### src/rtl/rx78_vram_arbiter.sv
// Shared-port arbiter for the six RX-78 VRAM planes: CPU reads/writes through the
// bank masks and the video fetch sweeps the planes, with video taking priority.
module rx78_vram_arbiter #(
    parameter int ADDR_W = 13,
    parameter int PLANES = 6
) (
    input  logic                  clk,
    input  logic                  reset,
    input  logic                  cpu_req,
    input  logic                  cpu_we,
    input  logic [ADDR_W-1:0]     cpu_addr,
    input  logic [7:0]            cpu_din,
    input  logic [PLANES-1:0]     rd_bank,
    input  logic [PLANES-1:0]     wr_bank,
    output logic [7:0]            cpu_dout,
    output logic                  cpu_ack,
    output logic                  cpu_wait_n,
    input  logic                  vid_req,
    input  logic [ADDR_W-1:0]     vid_addr,
    output logic [8*PLANES-1:0]   vid_data,
    output logic                  vid_valid,
    output logic                  vid_busy,
    output logic                  vid_ovr,
    output logic [ADDR_W-1:0]     ram_addr,
    output logic [7:0]            ram_din,
    output logic [PLANES-1:0]     ram_ce_n,
    output logic                  ram_we_n,
    input  logic [7:0]            ram_q
);

    localparam int PW = (PLANES > 1) ? $clog2(PLANES) : 1;
    localparam logic [PW-1:0] LAST_PLANE = PW'(PLANES - 1);

    localparam logic [2:0] IDLE     = 3'd0;
    localparam logic [2:0] CPU_WR   = 3'd1;
    localparam logic [2:0] CPU_RD   = 3'd2;
    localparam logic [2:0] CPU_WT   = 3'd3;
    localparam logic [2:0] CPU_ACK  = 3'd4;
    localparam logic [2:0] VID      = 3'd5;
    localparam logic [2:0] VID_CAP  = 3'd6;
    localparam logic [2:0] VID_DONE = 3'd7;

    logic [2:0]              state;
    logic [PW-1:0]           vplane;
    logic [PW-1:0]           vprev;
    logic                    vid_pend;
    logic [ADDR_W-1:0]       vid_addr_q;
    logic [ADDR_W-1:0]       vaddr_eff;
    logic [8*(PLANES-1)-1:0] shadow;

    // A strobe arriving in the dispatch cycle itself must start the sweep at once.
    assign vaddr_eff  = vid_pend ? vid_addr_q : vid_addr;
    assign vprev      = vplane - 1'b1;
    assign vid_busy   = vid_pend;
    assign cpu_wait_n = ~(cpu_req & ~cpu_ack);

    always_ff @(posedge clk) begin
        if (reset) begin
            state      <= IDLE;
            vplane     <= '0;
            vid_pend   <= 1'b0;
            vid_addr_q <= '0;
            shadow     <= '0;
            vid_data   <= '0;
            vid_valid  <= 1'b0;
            vid_ovr    <= 1'b0;
            cpu_dout   <= '0;
            cpu_ack    <= 1'b0;
            ram_addr   <= '0;
            ram_din    <= '0;
            ram_ce_n   <= '1;
            ram_we_n   <= 1'b1;
        end else begin
            ram_ce_n  <= '1;
            ram_we_n  <= 1'b1;
            cpu_ack   <= 1'b0;
            vid_valid <= 1'b0;

            if (vid_req) begin
                if (vid_pend) begin
                    vid_ovr <= 1'b1;
                end else begin
                    vid_pend   <= 1'b1;
                    vid_addr_q <= vid_addr;
                end
            end

            case (state)
                // VID_DONE dispatches like IDLE so a CPU access queued behind a
                // fetch starts back-to-back with the vid_valid cycle.
                IDLE, VID_DONE: begin
                    if (vid_pend || vid_req) begin
                        state    <= VID;
                        vplane   <= '0;
                        ram_addr <= vaddr_eff;
                        ram_ce_n <= ~PLANES'(1);
                    end else if (cpu_req) begin
                        ram_addr <= cpu_addr;
                        ram_din  <= cpu_din;
                        if (cpu_we) begin
                            ram_ce_n <= ~wr_bank;
                            ram_we_n <= 1'b0;
                            state    <= CPU_WR;
                        end else begin
                            ram_ce_n <= ~rd_bank;
                            state    <= CPU_RD;
                        end
                    end else begin
                        state <= IDLE;
                    end
                end
                CPU_WR: begin
                    cpu_ack <= 1'b1;
                    state   <= CPU_ACK;
                end
                CPU_RD: state <= CPU_WT;
                CPU_WT: begin
                    cpu_dout <= ram_q;
                    cpu_ack  <= 1'b1;
                    state    <= CPU_ACK;
                end
                CPU_ACK: state <= IDLE;
                // ram_q here belongs to the plane enabled one cycle earlier.
                VID: begin
                    if (vplane != '0)
                        shadow[8*int'(vprev) +: 8] <= ram_q;
                    if (vplane == LAST_PLANE) begin
                        state <= VID_CAP;
                    end else begin
                        vplane   <= vplane + 1'b1;
                        ram_ce_n <= ~(PLANES'(1) << (vplane + 1'b1));
                    end
                end
                VID_CAP: begin
                    vid_data  <= {ram_q, shadow};
                    vid_valid <= 1'b1;
                    vid_pend  <= 1'b0;
                    state     <= VID_DONE;
                end
                default: state <= IDLE;
            endcase
        end
    end

endmodule
### config.mk
export PLATFORM = sky130hd
export DESIGN_NAME = rx78_vram_arbiter
export DESIGN_NICKNAME = d
export VERILOG_FILES = /design/src/rtl/rx78_vram_arbiter.sv
export SDC_FILE = /design/constraint.sdc
export NUM_CORES = 1
export LEC_CHECK = 0
export ABC_AREA = 0
export BUFFER_PORTS_ARGS = -buffer_cell sky130_fd_sc_hd__clkbuf_2
export CAP_MARGIN = 20
export CORE_MARGIN = 3
export CORE_UTILIZATION = 57
export DETAILED_ROUTE_END_ITERATION = 6
export PLACE_DENSITY = 0.85
export SETUP_SLACK_MARGIN = 0.15
export SLEW_MARGIN = 40
export SYNTH_ARGS = -nofsm -noshare
export SYNTH_HDL_FRONTEND = slang
export SYNTH_SLANG_ARGS = --single-unit
### constraint.sdc
create_clock -name clk -period 3.5 [get_ports clk]
set_input_delay 0.35 -clock clk [delete_from_list [all_inputs] [get_ports clk]]
set_output_delay 0.35 -clock clk [all_outputs]
set_load 0.01 [all_outputs]
==> impl_metrics.yaml <==
route:
  routed_via_density: 5.61
  vias: 4942
  detail-route-antenna-nets: 0
  post-route-drc-count: 0
  routedWlPerCell_um: 16.6
  drt_pre_antenna_iters: 5
  drt_wl_total_um: 14600
  dr.first_iter.drc_count: 293
run:
  cap_violations: 0
worst_setup_path:
  worstReg2RegEnd: "shadow[9]"
  reg2reg_setup_slack_ns: 0.74
  cp_max_fo: 12
  crit_type: "reg -> reg"
  r2r_start: "vplane[0]"
  cp.arrival_ns: 3.22
  critPathCapture: "shadow[9]"
  cp_slowest_cell: "dfxtp_1"
  worst_setup_path_end_kind: "flop"
  crit_start: "vplane[0]"
  path_common_cell: "ha_1"
  worstPathRequired_ns: 3.95
  path_cells: "inv_1 -> ha_1 -> xnor2_2 -> ha_1 -> and3_1 -> nand3_4 -> mux2i_1"
  cp-start-kind: "flop"
  slowest_delay_ns: 0.59
  r2r_cells: 7
timing:
  rsz0062_at_grt: "no"
  hold_violations: 0
  clock-skew-final_ns: 0.00669
  period_needed_ns: 2.76
  setup_viol_count_final: 0
  finalCritPeriodShare: 0.790
  max_freq_ghz: 0.362
  slew_violations: 0
  worst_slew_pin_slew_ns: 0.694
  relSlewSlack: 0.537
  fin_setup_tns_ns: 0
clocking:
  postCtsHoldBufs: 0
  cts.clk_slew.worst_paths_ns: 0.07
  postCtsSetupRepairBufs: 0
  cts_buffer_depth: 2
  numCtsBuffers: 17
  clock_latency_ns: 0.53
  cts.root.buffer_cell: "clkbuf_8"
  cts_resized: 0
  cts_tree: "yes"
  htreeDepth: 4
  cts_sinks: 147
die:
  num_io_pins: 148
  die_area_um2: 11600
  die_x_um: 108
  start_util: 0.593
  die_y_um: 108
  core_area_um2: 9910
  num_rows: 36
grt:
  grt_pass1_vias: 4615
  antenna_found_initial: 0
  grt_overflow: 0
  grt_pass1_wl_um: 23000
  grt_max_degree: 63
  track_usage: 0.254
logic_synthesis:
  synthDistinctLibCells: 40
  yosys_register_bits: 147
  synthCells: 605
  syn_area_per_cell_um2: 9.72
  synth_ff_type: "dfxtp_1"
  async_flop_share: 0
  ys_seq_area_frac: 0.501
  synth_edf_count: 0
  synth_top_area_share: 0.501
  synth_area_um2: 5880
  yosysTopAreaCell: "dfxtp_1"
  synth_nets: 673
  yosys_warnings: 0
  synthTopCellsByArea: "dfxtp_1, mux2i_1, a22o_1, nand2_1, a21oi_1"
outcome:
  outcome: "completed"
power_and_ir_drop:
  p_seq_frac: 0.458
  pwr-share-clk: 0.420
  p_per_area_nw_per_um2: 543
  internal_power_w: 0.00283
  switching_share: 0.279
  share_comb_of_total_power: 0.122
  p_leak_nw: 3.23
  power_switching_w: 0.00109
  ir_drop_mv: 0.350
layout:
  nets: 803
  final_util: 0.729
  antenna-diode-count: 0
  syn_to_final_growth_pct: 22.9
  fill_cells: 692
  layout-drive-gt1-share: 0.270
placement:
  dpl.hpwl_um: 9850
  io_buffer_count: 147
  gpl.final_weighted_congestion: 0.797
worst_hold_path:
  min_path_type: "in -> reg"
## kinds of logic after synthesis
kind of cell    synth area share
flops                      0.501
buf+inv                   0.0379
mux                        0.123
compound gates             0.149
fa+ha+maj                 0.0192
xor+xnor                 0.00575
simple gates               0.165
## sequential cells by signal, indices dropped and copies added, names as in the netlist
signal	flops
ram_din	8
vid_ovr	1
vid_busy	1
shadow	40
vid_addr_q	13
vplane	3
cpu_ack	1
cpu_dout	8
state	3
vid_valid	1
vid_data	48
ram_addr	13
ram_ce_n	6
ram_we_n	1
## metal layers
| metal | vias to the layer above | GRT usage | routed length, um |
|---|---|---|---|
| met2 | 204 | 0.411 | 7190 |
| met3 | 28 | 0.0684 | 1070 |
| met5 | - | 0 | 0 |
| met1 | 2320 | 0.321 | 6070 |
| met4 | 0 | 0.103 | 281 |
| li1 | 2390 | - | - |
## worst max-delay path: cells and delay by family (launching register included)
family                     cells  cell delay [ns]
buffers and inverters          1             0.25
adders and majority gates      2             0.71
and+or+nand+nor                2             0.75
DFF                            1             0.59
muxes                          1             0.23
xor gates and xnor gates       1             0.17
## layout by cell type, fill, tap and decap left out, drive strengths merged, types with 3 or more instances in the layout
| cell type | count |
|---|---|
| and3 | 4 |
| o211ai | 5 |
| buf | 7 |
| nand3 | 24 |
| mux2i | 71 |
| nand2b | 30 |
| o22ai | 3 |
| nor2 | 39 |
| nand2 | 77 |
| a21oi | 40 |
| clkbuf | 163 |
| clkinvlp | 5 |
| dfxtp | 147 |
| clkinv | 3 |
| a22o | 48 |
| ha | 9 |
| nor3 | 7 |
| o21ai | 31 |
| inv | 12 |
| nor2b | 4 |
## area by class of cell
cell class	count	area, um^2	share of cell area
Clock buffer	17	414	0.0573
Clock inverter	15	124	0.0171
Inverter	5	18.8	0.00260
Multi-Input combinational cell	411	2750	0.381
Sequential cell	147	2940	0.407
Tap cell	133	166	0.0230
Timing Repair Buffer	153	808	0.112
## power groups by stage
stage / Combinational (W) / Clock (W) / Sequential [W]
6_report: 0.000478 / 0.00165 / 0.00180
5_1_grt: 0.000525 / 0.00174 / 0.00180
4_1_cts: 0.000477 / 0.00167 / 0.00180
3_5_place_dp: 0.000474 / 0 / 0.00183
3_3_place_gp: 0.000454 / 0 / 0.00183
2_1_floorplan: 0.000313 / 0 / 0.00184
## how the worst min path moves through the flow
stage               cells past startpoint           start              to  slack (ns)
global placement                        2  vid_addr_q[12]  vid_addr_q[12]        0.44
detailed placement                      2   vid_addr_q[5]   vid_addr_q[5]        0.45
finish                                  3     vid_addr[5]   vid_addr_q[5]        0.05
global route                            3     vid_addr[9]   vid_addr_q[9]        0.04
floorplan                               1       shadow[0]     vid_data[0]        0.44
CTS                                     3     vid_addr[5]   vid_addr_q[5]        0.03
## stage by stage
step | instance area, um^2 | hold WS [ns] | setup slack, ns | total power [W] | instances
final | 7230 | 0.0516 | 0.736 | 0.00392 | 881
after global routing | 7230 | 0.0382 | 0.504 | 0.00407 | 881
after CTS | 7200 | 0.0320 | 0.609 | 0.00394 | 881
after detailed placement | 6670 | 0.450 | 0.674 | 0.00231 | 849
after global placement | 6620 | 0.442 | 0.869 | 0.00228 | 847
after floorplan | 5880 | 0.436 | 1.14 | 0.00215 | 605
## cells in the mapped netlist (2+ instances only)
cell type and n:
a21oi_1 40, a22o_1 48, a31oi_1 2, and3_1 3, buf_2 13, buf_4 4, buf_6 2, clkbuf_1 23
dfxtp_1 147, ha_1 9, inv_1 5, mux2i_1 71, nand2_1 77, nand2b_1 30, nand3_1 21, nand3_4 3
nand3b_1 2, nor2_1 39, nor2b_1 4, nor3_1 5, nor3b_1 2, o211ai_1 5, o21ai_0 31, o22ai_1 3
No activity file was read; power rests on OpenSTA's default activity.
